==> src/rtl/delta_step_gen.sv <==
// Step generator: walks cur_x/cur_y toward a target in clamped increments, handing each
// delta to a downstream multiply stage and committing it once that stage reports ready.
module delta_step_gen #(
    parameter int unsigned STEP_MAX = 64,
    parameter int unsigned TIMEOUT  = 255
) (
    input  logic               clk,
    input  logic               reset,
    input  logic               load,
    input  logic signed [13:0] load_x,
    input  logic signed [13:0] load_y,
    input  logic               start,
    input  logic signed [13:0] target_x,
    input  logic signed [13:0] target_y,
    input  logic               mm_ready,
    output logic signed [13:0] dx,
    output logic signed [13:0] dy,
    output logic               mm_enable,
    output logic               mm_reset,
    output logic signed [13:0] cur_x,
    output logic signed [13:0] cur_y,
    output logic               busy,
    output logic               done,
    output logic               fault
);

    typedef enum logic [2:0] {StIdle, StCalc, StIssue, StCommit, StFlush} state_e;

    localparam logic signed [14:0] StepPos  = 15'(STEP_MAX);
    localparam logic signed [14:0] StepNeg  = -StepPos;
    localparam logic [15:0]        WaitLast = 16'(TIMEOUT - 1);

    state_e             state_q, state_d;
    logic signed [13:0] tgt_x_q, tgt_x_d, tgt_y_q, tgt_y_d;
    logic signed [13:0] cur_x_q, cur_x_d, cur_y_q, cur_y_d;
    logic signed [13:0] dx_q, dx_d, dy_q, dy_d;
    logic [15:0]        wait_q, wait_d;
    logic               done_q, done_d, fault_q, fault_d;
    logic signed [14:0] ex, ey;

    function automatic logic signed [13:0] clamp_step(input logic signed [14:0] e);
        logic signed [14:0] r;
        if (e > StepPos)      r = StepPos;
        else if (e < StepNeg) r = StepNeg;
        else                  r = e;
        return r[13:0];
    endfunction

    // 15-bit error: the difference of two 14-bit values cannot overflow.
    assign ex = {tgt_x_q[13], tgt_x_q} - {cur_x_q[13], cur_x_q};
    assign ey = {tgt_y_q[13], tgt_y_q} - {cur_y_q[13], cur_y_q};

    always_comb begin
        state_d = state_q;
        tgt_x_d = tgt_x_q;
        tgt_y_d = tgt_y_q;
        cur_x_d = cur_x_q;
        cur_y_d = cur_y_q;
        dx_d    = dx_q;
        dy_d    = dy_q;
        wait_d  = wait_q;
        done_d  = 1'b0;
        fault_d = fault_q;
        unique case (state_q)
            StIdle: begin
                if (load) begin
                    cur_x_d = load_x;
                    cur_y_d = load_y;
                end
                if (start) begin
                    tgt_x_d = target_x;
                    tgt_y_d = target_y;
                    fault_d = 1'b0;
                    state_d = StCalc;
                end
            end
            StCalc: begin
                if (ex == 15'sd0 && ey == 15'sd0) begin
                    done_d  = 1'b1;
                    state_d = StIdle;
                end else begin
                    dx_d    = clamp_step(ex);
                    dy_d    = clamp_step(ey);
                    wait_d  = 16'd0;
                    state_d = StIssue;
                end
            end
            StIssue: begin
                // Ready wins even in the final allowed cycle.
                if (mm_ready) begin
                    state_d = StCommit;
                end else if (wait_q == WaitLast) begin
                    fault_d = 1'b1;
                    state_d = StFlush;
                end else begin
                    wait_d = wait_q + 16'd1;
                end
            end
            StCommit: begin
                cur_x_d = cur_x_q + dx_q;
                cur_y_d = cur_y_q + dy_q;
                state_d = StCalc;
            end
            StFlush: begin
                state_d = StIdle;
            end
            default: begin
                state_d = StIdle;
            end
        endcase
    end

    always_ff @(posedge clk or posedge reset) begin
        if (reset) begin
            state_q <= StIdle;
            tgt_x_q <= '0;
            tgt_y_q <= '0;
            cur_x_q <= '0;
            cur_y_q <= '0;
            dx_q    <= '0;
            dy_q    <= '0;
            wait_q  <= '0;
            done_q  <= 1'b0;
            fault_q <= 1'b0;
        end else begin
            state_q <= state_d;
            tgt_x_q <= tgt_x_d;
            tgt_y_q <= tgt_y_d;
            cur_x_q <= cur_x_d;
            cur_y_q <= cur_y_d;
            dx_q    <= dx_d;
            dy_q    <= dy_d;
            wait_q  <= wait_d;
            done_q  <= done_d;
            fault_q <= fault_d;
        end
    end

    // Downstream reset follows our reset directly so it is asserted without waiting for a clock.
    assign mm_reset  = reset || (state_q == StCommit) || (state_q == StFlush);
    assign mm_enable = (state_q == StIssue);
    assign busy      = (state_q != StIdle);
    assign done      = done_q;
    assign fault     = fault_q;
    assign dx        = dx_q;
    assign dy        = dy_q;
    assign cur_x     = cur_x_q;
    assign cur_y     = cur_y_q;

endmodule

==> config.mk <==
export PLATFORM = sky130hd
export DESIGN_NAME = delta_step_gen
export DESIGN_NICKNAME = d
export VERILOG_FILES = /design/src/rtl/delta_step_gen.sv
export SDC_FILE = /design/constraint.sdc
export NUM_CORES = 1
export LEC_CHECK = 0
export BUFFER_PORTS_ARGS = -buffer_cell sky130_fd_sc_hd__buf_2
export CAP_MARGIN = 20
export CORE_AREA = 2 2 114 116
export CTS_BUF_LIST = sky130_fd_sc_hd__clkbuf_8
export CTS_CLUSTER_DIAMETER = 40
export DETAILED_ROUTE_END_ITERATION = 12
export DIE_AREA = 0 0 116 118
export HOLD_SLACK_MARGIN = 0.06
export PLACE_DENSITY = 0.83
export SLEW_MARGIN = 20
export SYNTH_ARGS = -nofsm -noshare
export SYNTH_HDL_FRONTEND = slang
export SYNTH_SLANG_ARGS = --single-unit
export TNS_END_PERCENT = 5
==> constraint.sdc <==
create_clock -name clk -period 6.59 [get_ports clk]
set_input_delay 1.6475 -clock clk [delete_from_list [all_inputs] [get_ports clk]]
set_output_delay 1.6475 -clock clk [all_outputs]
set_load 0.05 [all_outputs]
==> results of run 1 <==
## tightest hold or removal path, delay by kind of cell, from the launching register on
kind,cells,cell delay [ns]
flops,1,0.36
simple gates,2,0.12
## per-layer routing
layer / vias to the layer above / share of wire (%) / wire length (µm) / track usage [%]
met5: - / 0 / 0 / 0
met4: 0 / 2.0 / 360 / 8.333
li1: 3128 / - / - / -
met1: 2996 / 46 / 8148 / 36.38
met2: 164 / 48 / 8419 / 43.68
met3: 31 / 4.4 / 784 / 4.789
## sequential cells by signal, summed over array words and instances, names as in the netlist, 3 cells and up
name,cells
dy,14
wait_q,16
tgt_x_q,14
cur_y,14
tgt_y_q,14
state_q,3
cur_x,14
dx,14
## stage by stage
stage	instances	hold slack (ns)	setup WS, ns
final	1101	0.5110	2.557
after global routing	1101	0.5447	2.359
after CTS	1100	0.5174	2.585
after detailed placement	1084	0.4918	2.597
after global placement	1084	0.4778	2.663
after floorplan	812	0.4829	0.9058
## kinds of logic after synthesis
| family | share of synthesized area [%] |
|---|---|
| fa+ha+maj | 10.62 |
| flops | 35.74 |
| compound gates | 19.93 |
| mux | 8.339 |
| buf+inv | 6.093 |
| xor+xnor | 4.169 |
| simple gates | 15.11 |
## worst max-delay path by stage
| stage | from | end | slack (ns) | cells after the start |
|---|---|---|---|---|
| 2_1_floorplan | reset | mm_reset | 0.91 | 2 |
| 3_3_place_gp | cur_x[7] | dx[6] | 2.66 | 12 |
| 3_5_place_dp | cur_x[7] | dy[11] | 2.60 | 12 |
| 4_1_cts | cur_x[7] | dy[11] | 2.58 | 12 |
| 5_1_grt | cur_x[7] | dy[11] | 2.36 | 12 |
| 6_report | cur_x[7] | dy[7] | 2.56 | 12 |
## final cells by class
class	count	share of cell area, %
Multi-Input combinational cell	593	51.47
Sequential cell	105	31.42
Timing Repair Buffer	127	8.020
Inverter	88	3.995
Tap cell	172	2.574
Clock buffer	10	1.646
Clock inverter	6	0.8679
## layout by cell type, fill, tap and decap left out, drive strengths merged, types with 9 or more instances in the layout
cell type | synthesis | routed
buf | 7 | 127
dfrtp | 105 | 105
inv | 88 | 90
a21oi | 65 | 65
nor2 | 63 | 63
ha | 56 | 56
o21ai | 42 | 42
mux2 | 34 | 34
nand2 | 32 | 32
nor3 | 30 | 30
a211oi | 26 | 26
mux2i | 23 | 23
xor2 | 19 | 19
nand3 | 16 | 16
xnor2 | 16 | 16
o22ai | 13 | 13
a21o | 12 | 12
nor4 | 12 | 12
nand2b | 11 | 11
or3 | 11 | 11
o21a | 10 | 10
o21bai | 10 | 10
clkbuf | 19 | 10
and2 | 9 | 9
==> flow_results.org, run 1 <==
** Global route
- Total congestion overflow after global routing :: 0
- Global-route usage over all layers :: 26.86%
- Global-route wire length before repair :: 29.33 mm
- Entering global routing, the biggest net connects 58 pins.
- The initial antenna violation count was 0.
- Vias in the first global route :: 6043

** Place
- Number of input and output port buffers inserted :: 121
- Area after detailed placement :: 0.008117 mm²
- Final HPWL from detailed placement :: 13.18 mm
- Final weighted congestion in routability-driven placement :: 0.9115

** Yosys
- Synth top area share :: 35.74%
- The commonest cells after synthesis are 105 x sky130_fd_sc_hd__dfrtp_1, 88 x sky130_fd_sc_hd__inv_1, 64 x sky130_fd_sc_hd__a21oi_1, 63 x sky130_fd_sc_hd__nor2_1, 56 x sky130_fd_sc_hd__ha_1.
- Synthesis instantiated 68 different standard cells from the library.
- Counting flops and latches in the post-synthesis netlist gives 105.
- The number of nets in the synthesized netlist is 933.
- In the synthesized netlist the dominant register cell turns out to be sky130_fd_sc_hd__dfrtp_1.
- Yosys attributes the largest share of cell area to sky130_fd_sc_hd__dfrtp_1 36%, sky130_fd_sc_hd__ha_1 9.5%, sky130_fd_sc_hd__inv_1 4.5%, sky130_fd_sc_hd__a21oi_1 4.4%, sky130_fd_sc_hd__mux2_2 4.1%.
- Top cell type by total area after synthesis :: sky130_fd_sc_hd__dfrtp_1
- sky130_fd_sc_hd__dfrtp_1 is the most common cell in the netlist.
- Post-synth EDFFs :: 0
- Synthesized area divided by synthesized cell count :: 9.054 µm²
- Synthesis produced 812 cells.
- Total standard cell area after synthesis :: 0.007352 mm²
- Sequential elements use 35.74% of the synthesized area.
- Total number of yosys warnings :: 0
- Async set-or-reset flop fraction in the synthesized netlist :: 100.0%

** Clock network
- The clock tree synthesis step divided the H-tree into 3 levels.
- Clock tree from TritonCTS :: yes
- The longest clock path from root to sink contains 2 buffers.
- Clock transition at the registers of the reported paths :: 0.11 ns
- Cts repair resizes :: 0
- Number of sinks on the clock net :: 105
- The number of hold buffers added after CTS was 0.
- Clock latency reported for the late side of the worst-skew pair :: 0.41 ns
- CTS placed an instance of sky130_fd_sc_hd__clkbuf_8 at the clock tree root.
- Counting the buffers created by CTS gives 9.
- After clock tree synthesis, the setup repair step added 0 buffers.

** Setup path
- Together, buffers and inverters on the worst path number 2.
- In this run the worst path has a maximum fanout of 16.
- Setup CP Type :: flip-flop to flip-flop
- Slack of the worst reg-to-reg path :: 2.56 ns
- Kind of start point of the critical path :: flip-flop
- Endpoint kind of the worst setup timing path :: flip-flop
- Worst R2R Start :: cur_x[7]
- The number of cells on the worst reg-to-reg path is 12.
- The largest single stage delay on the critical path is 0.53 ns.
- Critical Path RT :: 6.87 ns
- Slowest CP cell :: sky130_fd_sc_hd__a21boi_4
- Capture instance of the worst register-to-register path :: dy[7]
- Cell-by-cell listing of the critical path :: inv_1 > ha_1 > a21oi_2 > o21ai_1 > or3_1 > a21o_1 > a311o_1 > and2_1 > and4_1 > a21boi_4 > buf_4 > mux2_1
- In this design, the largest share of critical-path delay is due to compound AO/OA/AOI/OAI gates.
- STA puts the critical path data arrival time at 4.32 ns.

** Job
- The tool flagged a number of max-cap violations equal to 0.

** Die
- The floorplan step defined a die boundary enclosing 0.01369 mm².
- The floorplan step set the die width to 116 µm.
- During I/O placement, the number of pins put on the boundary was 122.
- The floorplan step defined a core boundary enclosing 0.01241 mm².
- Total number of placement rows :: 41
- Vert. Die Dim :: 118 µm
- Once the floorplan was initialized, standard cells occupied 59.22% of the core.

** Timing
- After routing, the total negative slack on setup checks comes to 0 ns.
- For the pin with the worst max-slew slack, the measured transition is 0.8870 ns.
- The final-report max-slew violation count is 0.
- Setup violators final :: 0
- In the finished design, the share of the clock period the worst path needs comes to 61.19%.
- Post-Route Skew :: 0.01655 ns
- Fmax :: 248.0 MHz
- For the finished layout, the period the worst path requires is 4.033 ns.
- The worst pin sits at a relative slew slack of 40.68%.
- The final hold violation count was 0.
- Setup repair after global routing left no endpoint under its margin.

** Cells and area
- Total area of multi-input combinational cells :: 0.004304 mm²
- Fill cells in the final layout number 1029.
- Inserted Diodes :: 0
- In the final layout, the share of cells above drive strength 1 is 20.56%.
- Once layout is done, the placed cells without fillers occupy 0.008362 mm².
- Summing all flip-flop and latch instances after layout gives 0.002628 mm².
- Post-layout utilization of the core :: 67.36%
- From synthesis to final layout, the design area changed by 13.73%.
- The final layout contains 1045 nets.

** Detailed routing
- The routed design has 17.71 mm of wire.
- First-pass DRT Iterations :: 5
- DRC marker count from the first detailed-route iteration :: 410
- The routed layout has 6319 vias.
- Once detail routing completed, the nets flagged for antenna violations numbered 0.
- Dividing the detail-routed via count by the number of cells gives 5.739.
- After detailed routing, the number of remaining DRC violations is 0.
- Dividing the detail-routed wire length by the instance count gives 16.09 µm.

** Min path
- Hold Crit Start :: fault
- The worst hold path passes through 2 cells.
- The path with the worst hold slack has its endpoint at fault.
- Type of the worst min-delay path :: flip-flop to flip-flop

** Status
- Status :: complete, no violations
Power of run 1 is not shown: default switching activity piles up to over one toggle a cycle in this logic, so the estimate is an artifact.
==> inputs of run 2 (changes only) <==
--- a/config.mk
+++ b/config.mk
@@ -7,13 +7,13 @@
 export LEC_CHECK = 0
 export BUFFER_PORTS_ARGS = -buffer_cell sky130_fd_sc_hd__buf_2
 export CAP_MARGIN = 20
-export CORE_AREA = 2 2 114 116
+export CORE_AREA = 2 2 121 123
 export CTS_BUF_LIST = sky130_fd_sc_hd__clkbuf_8
 export CTS_CLUSTER_DIAMETER = 40
 export DETAILED_ROUTE_END_ITERATION = 12
-export DIE_AREA = 0 0 116 118
+export DIE_AREA = 0 0 123 125
 export HOLD_SLACK_MARGIN = 0.06
-export PLACE_DENSITY = 0.83
+export PLACE_DENSITY = 0.78
 export SLEW_MARGIN = 20
 export SYNTH_ARGS = -nofsm -noshare
 export SYNTH_HDL_FRONTEND = slang
==> constraint.sdc (replaced) <==
create_clock -name clk -period 3.66 [get_ports clk]
set_input_delay 0.915 -clock clk [delete_from_list [all_inputs] [get_ports clk]]
set_output_delay 0.915 -clock clk [all_outputs]
set_load 0.05 [all_outputs]
==> run 2 against run 1 <==
  * Via count is 1.8% higher
  * Core utilization is 7.5 points lower
  * Register-to-register slack worse by 2.3 ns
  * Sequential cell count stayed put
  * Wire length is 2.8% higher
  * First-iteration DRC count is 3.4% higher
  * Sequential share of layout area is 0.52 points lower
  * Worst hold slack better by 0.0055 ns
  * Setup slack worse by 2.3 ns
  * Clock skew hardly changed
  * Design area is 1.7% higher
  * Non-clock buffer count is 18 higher
==> flow_results.org, run 2 (synthesis results as in run 1) <==
** Status
- The run finished with clean final reports.

** Detailed routing
- Met1 Routed Length :: 8.263 mm
- DRC marker count from the first detailed-route iteration :: 424
- Top layer in use :: met4
- In this run the remaining antenna-violating nets after routing total 0.
- In the routed design, unresolved DRC markers number 0.
- Dividing the detail-routed wire length by the instance count gives 16.10 µm.
- After detailed routing, the number of vias per cell comes to 5.685.
- In the detailed route, the total length drawn on met2 is 8.726 mm.
- Across all layers, the routed design uses 6430 vias.
- The routed design has 18.21 mm of wire.
- Amount of wire on met3 after detailed routing :: 899 µm
- First-pass DRT Iterations :: 5

** Setup path
- For the worst setup path, the data required time is 3.98 ns.
- Slowest CP cell :: sky130_fd_sc_hd__a2111o_1
- The worst setup path is launched from a flip-flop.
- Endpoint kind of the worst setup timing path :: flip-flop
- Broken down by cell family, the worst path's largest delay share belongs to compound AO/OA/AOI/OAI gates.
- In this run the worst path has a maximum fanout of 14.
- Cell-by-cell listing of the critical path :: inv_1 > ha_1 > a21o_1 > and2_4 > a211oi_4 > a211oi_2 > or3_1 > a2111o_1 > nor3_4 > a21boi_4 > buf_4 > mux2i_1
- STA puts the critical path data arrival time at 3.76 ns.
- Together, buffers and inverters on the worst path number 2.
- The worst setup path is of the flip-flop to flip-flop kind.
- The largest single stage delay on the critical path is 0.48 ns.

** Timing
- Summed negative setup slack over all endpoints :: 0 ns
- Tightest Pin Transition :: 0.9572 ns
- Hold timing on the final database bottoms out at a slack of 0.5165 ns.
- Setup violations remaining at the end of the flow were counted as 0.
- RSZ-0062 raised after global routing :: false
- Final-report max-slew violation count :: 0
- On the final layout, the worst clock skew is 0.01607 ns.
- Number of hold violations in the final report :: 0
- Static timing analysis puts the maximum clock frequency at 291.0 MHz.
- The smallest clock period supported by the final layout is computed as 3.437 ns.
- The worst path uses 93.90% of the clock period.
- Relative max-transition margin :: 36.19%

** Cells and area
- Once layout is complete, the cells apart from fillers number 1131.
- Leaving out fill and tap cells, the most frequent cell in the layout is sky130_fd_sc_hd__buf_2.
- Number of flip-flops under the largest register name :: 16
- Layout fillers :: 1290
- In the final layout, the share of cells above drive strength 1 is 22.28%.
- wait_q holds more flip-flops than any other register.
- The library cells used most frequently in the layout, excluding fill and tap cells, are 121 x sky130_fd_sc_hd__buf_2, 105 x sky130_fd_sc_hd__dfrtp_1, 87 x sky130_fd_sc_hd__inv_1, 63 x sky130_fd_sc_hd__a21oi_1, 62 x sky130_fd_sc_hd__nor2_1.
- After the last flow step, the layout net total stands at 1063.
- Post-layout utilization of the core :: 59.87%
- Relative to the synthesized area, the layout overhead comes to 15.66%.
- Inserted Diodes :: 0

** Place
- Input and output buffers added on the ports amount to 121.
- Once detailed placement completed, the half-perimeter wirelength came to 14.13 mm.
- The number of placed instances, taps included, is 1113.
- Final weighted congestion in routability-driven placement :: 0.8961

** Die
- For this configuration, the core starts out at a cell density of 51.76%.
- Row generation in the floorplan step produced 44 rows.
- After floorplanning, the core was sized to cover 0.01420 mm².
- I/O pins :: 122
- The floorplan step set the die height to 125 µm.
- Die Area :: 0.01538 mm²
- The floorplan step set the die width to 123 µm.

** Global route
- Global routing finished with a remaining overflow of 0.
- Entering global routing, the biggest net connects 77 pins.
- Vias in the first global route :: 6243
- Initial antenna violation count :: 0
- Global-route wire length before repair :: 29.68 mm
- Global routing used 24.41% of the available tracks across all layers.

** Min path
- Type of the worst min-delay path :: flip-flop to flip-flop

** Clock network
- CTS max path bufs :: 2
- Clock latency reported for the late side of the worst-skew pair :: 0.40 ns
- In this run the number of H-tree levels came out at 3.
- Clock transition at the registers of the reported paths :: 0.12 ns
- The tree is rooted in a sky130_fd_sc_hd__clkbuf_8.
- Number of sinks on the clock net :: 105
- Buffers inserted during clock tree synthesis total 9.
- TritonCTS built the clock tree.
- CTS hold repair buffers :: 0

** Job
- Max_cap viols :: 0
## run 2: changes by cell type in the layout (fill, tap and decap cells not counted), sizes merged
cell | before | now
buf | 127 | 145
clkinv | 1 | 5
bufinv | 1 | 0
clkbuf | 10 | 9
clkinvlp | 2 | 1
inv | 90 | 89
## run 2: worst paths after layout
path | to | cells after the start | slack [ns] | from
max | dx[0] | 12 | 0.22 | cur_y[4]
min | fault | 2 | 0.52 | fault
max reg2reg | dx[0] | 12 | 0.22 | cur_y[4]
min reg2reg | fault | 2 | 0.52 | fault
max in group asynchronous | tgt_y_q[7] | 4 | 1.76 | reset
min in group asynchronous | tgt_x_q[10] | 3 | 0.63 | reset
## run 2: what timing repair did
| action | CTS | global route |
|---|---|---|
| gates resized for setup | 0 | 4 |
| hold endpoints to repair | 0 | 0 |
| setup endpoints to repair | 20 | 45 |
| buffers inserted | 2 | 0 |
| pin swaps | 1 | 0 |
## run 2: final cells by class
cell class,count,area [µm²],area share [%]
flip-flops and latches,105,2628,30.90
clock buffers,9,123.9,1.457
inverters,88,334.1,3.929
multi-input cells,593,4315,50.75
clock inverters,7,73.82,0.8682
well taps,184,230.2,2.707
repair buffers,145,798.3,9.388
## run 2: per-stage QoR
step                      instance area (µm²)  setup slack, ns
after global placement                   8272          0.07913
after floorplan                          7356          -0.5592
after detailed placement                 8272         -0.03518
after global routing                     8503          0.01640
after CTS                                8484          0.02533
final                                    8503           0.2234
## run 2: metal layers
layer  global-route usage, %  up-vias
met2                   39.91      144
met5                       0        -
li1                        -     3173
met1                   32.90     3090
met4                   7.019        0
met3                   4.699       23
## run 2: worst reg2reg max path, stage by stage (launching register included)
cell	delay, ns
sky130_fd_sc_hd__dfrtp_1	0.37
sky130_fd_sc_hd__inv_1	0.06
sky130_fd_sc_hd__ha_1	0.33
sky130_fd_sc_hd__a21o_1	0.22
sky130_fd_sc_hd__and2_4	0.17
sky130_fd_sc_hd__a211oi_4	0.34
sky130_fd_sc_hd__a211oi_2	0.14
sky130_fd_sc_hd__or3_1	0.39
sky130_fd_sc_hd__a2111o_1	0.48
sky130_fd_sc_hd__nor3_4	0.28
sky130_fd_sc_hd__a21boi_4	0.18
sky130_fd_sc_hd__buf_4	0.22
sky130_fd_sc_hd__mux2i_1	0.16
Power of run 2 is left out for the same reason.
==> inputs of run 3 (changes only) <==
==> constraint.sdc (replaced) <==
create_clock -name clk -period 3.66 [get_ports clk]
set_input_delay 0.549 -clock clk [delete_from_list [all_inputs] [get_ports clk]]
set_output_delay 0.549 -clock clk [all_outputs]
set_load 0.05 [all_outputs]
==> run 3 against run 2 <==
  * Register-to-register slack got worse by 0.05 ns
  * Critical path depth unchanged
  * Worst hold slack got worse by 0.40 ns
  * First-iteration DRC count increased by 5.7%
  * Sequential cell count unchanged
  * Highest routed layer unchanged
==> flow_results.org, run 3 (synthesis results as in run 1) <==
** Detailed routing
- Drt via density :: 5.746
- Residual DRC count :: 0
- Average routed wire per standard cell :: 16.19 µm
- DRC marker count from the first detailed-route iteration :: 448
- In this run the remaining antenna-violating nets after routing total 0.
- Before antenna repair, the detailed router went through 5 iterations.
- The detailed router placed 6487 vias in this run.
- For this block, the routed nets add up to 18.28 mm of wire.

** Global route
- Entering global routing, the biggest net connects 58 pins.
- Global routing used 24.31% of the available tracks.
- After global routing the overflow that remains totals 0.
- Vias in the first global route :: 6201
- Initial antenna violation count :: 0
- Global-route wire length before repair :: 29.66 mm

** Timing
- Post-Route Skew :: 0.01223 ns
- Min Tclk post-route :: 3.485 ns
- The final-report max-slew violation count is 0.
- At the pin with the least slew margin, the transition time is 0.8434 ns.
- Setup violations remaining at the end of the flow were counted as 0.
- The final hold violation count is 0.
- Setup repair after global routing left no endpoint under its margin.
- The worst path uses 95.21% of the clock period.
- Headroom to the max-slew limit came out at 43.64%.
- On the final layout, the worst hold slack is 0.1161 ns.
- Adding up every negative setup slack in the final design gives 0 ns.
- Fmax :: 287.0 MHz

** Die
- Chip width :: 123 µm
- Total number of placement rows :: 44
- For this configuration, the core starts out at a cell density of 51.76%.
- The floorplan step defined a core boundary enclosing 0.01420 mm².
- Vert. Die Dim :: 125 µm
- 122 I/O pins were placed.
- Die Area :: 0.01538 mm²

** Clock network
- In this run the deepest clock path goes through 2 buffers.
- The H-tree was split into 3 levels.
- Clock tree synthesis inserted a total of 9 buffers.
- Clock transition at the registers of the reported paths :: 0.11 ns
- The tree is rooted in a sky130_fd_sc_hd__clkbuf_8.
- Number of sinks on the clock net :: 105
- The clock reaches the later pin of the worst-skew pair after 0.41 ns.
- After clock tree synthesis, the flow added hold-fix buffers numbering 0.
- Clock tree from TritonCTS :: yes

** Cells and area
- wait_q holds more flip-flops than any other register.
- Counting the fill cells in the layout gives 1278.
- Once layout is done, the placed cells without fillers occupy 0.008511 mm².
- The library cell used most frequently in the layout, excluding fill and tap cells, is sky130_fd_sc_hd__buf_2.
- Share of post-route cells with drive strength above 1 :: 22.12%
- The register with the most flip-flops in the layout has 16 of them.
- Commonest cells after routing, fill and taps aside :: 121 x sky130_fd_sc_hd__buf_2, 105 x sky130_fd_sc_hd__dfrtp_1, 87 x sky130_fd_sc_hd__inv_1, 63 x sky130_fd_sc_hd__a21oi_1, 62 x sky130_fd_sc_hd__nor2_1
- Summing all multi-input logic gate instances after layout gives 0.004327 mm².
- 0 antenna diodes ended up in the layout.
- Final-stage net count :: 1061
- Area taken by flip-flops and latches :: 0.002628 mm²
- The area growth from synthesis to layout is 15.76%.

** Job
- Max_cap viols :: 0

** Status
- Status :: complete, no violations

** Setup path
- The worst setup path is captured at a flip-flop.
- Critical Path RT :: 3.96 ns
- Data arrives at the worst endpoint at 3.79 ns.
- STA classifies the critical path startpoint as a flip-flop.
- Critical path fanouts, max :: 8
- Setup CP Type :: flip-flop to flip-flop

** Place
- Number of input and output port buffers inserted :: 121
- Final weighted congestion in routability-driven placement :: 0.8736
- The placed instances occupy a cell area of 0.008257 mm².
- Detailed placement ended at an HPWL of 14.10 mm.

** Min path
- Type of the worst min-delay path :: primary input to asynchronous set/reset pin
-- run 3: cell count changes in the layout (fill, tap and decap cells not counted) --
| cell | change |
|---|---|
| sky130_fd_sc_hd__bufinv_16 | +1 |
| sky130_fd_sc_hd__clkinv_8 | -1 |
| sky130_fd_sc_hd__clkbuf_8 | +1 |
| sky130_fd_sc_hd__clkinv_4 | -4 |
| sky130_fd_sc_hd__buf_4 | -3 |
| sky130_fd_sc_hd__inv_6 | +3 |
| sky130_fd_sc_hd__a21boi_2 | +1 |
-- run 3: layer usage --
metal  vias to the layer above  wire [µm]  GRT usage [%]
met5                         -          0              0
met4                         0        380          7.553
met3                        26        944          4.927
met2                       178       8741          39.78
met1                      3119       8213          32.32
li1                       3164          -              -
-- run 3: layout make-up --
class | instances | area share, %
Clock buffer | 10 | 1.617
Clock inverter | 6 | 0.9262
Inverter | 88 | 3.925
Multi-Input combinational cell | 594 | 50.84
Sequential cell | 105 | 30.87
Tap cell | 184 | 2.705
Timing Repair Buffer | 142 | 9.115
-- run 3: per-stage QoR --
step / cells / setup WS [ns] / util (%)
5_1_grt: 1129 / 0.01211 / 59.92
4_1_cts: 1127 / 0.06262 / 59.70
2_1_floorplan: 812 / 0.04198 / -
3_3_place_gp: 1111 / 0.1780 / 58.13
3_5_place_dp: 1111 / 0.01794 / 58.13
6_report: 1129 / 0.1754 / 59.92
-- run 3: worst paths after layout --
check                             from          to  slack [ns]  cells past startpoint
max                           cur_x[7]       dx[6]        0.18                     12
min in group clk           target_y[0]  tgt_y_q[0]        0.35                      3
max in group asynchronous        reset  tgt_y_q[2]        2.49                      3
min                              reset  wait_q[12]        0.12                      2
max reg2reg                   cur_x[7]       dx[6]        0.18                     12
min reg2reg                      fault       fault        0.52                      2
-- run 3: timing repair --
action                                  CTS  global route
setup buffers                             0             1
pin swaps                                 0             3
gates resized for setup                   1             3
endpoints found under the setup margin   19            45
cloned                                    0             1
-- run 3: critical path: stages (launching register included) --
cell and delay (ns):
sky130_fd_sc_hd__dfrtp_1 0.41, sky130_fd_sc_hd__inv_1 0.09, sky130_fd_sc_hd__ha_1 0.42, sky130_fd_sc_hd__and3_1 0.22
sky130_fd_sc_hd__a211oi_1 0.23, sky130_fd_sc_hd__a21boi_2 0.34, sky130_fd_sc_hd__a211oi_1 0.14, sky130_fd_sc_hd__o211a_1 0.27
sky130_fd_sc_hd__and3_1 0.15, sky130_fd_sc_hd__and4_1 0.29, sky130_fd_sc_hd__a21boi_4 0.34, sky130_fd_sc_hd__buf_4 0.17
sky130_fd_sc_hd__mux2_2 0.32
Power of run 3 is left out for the same reason.
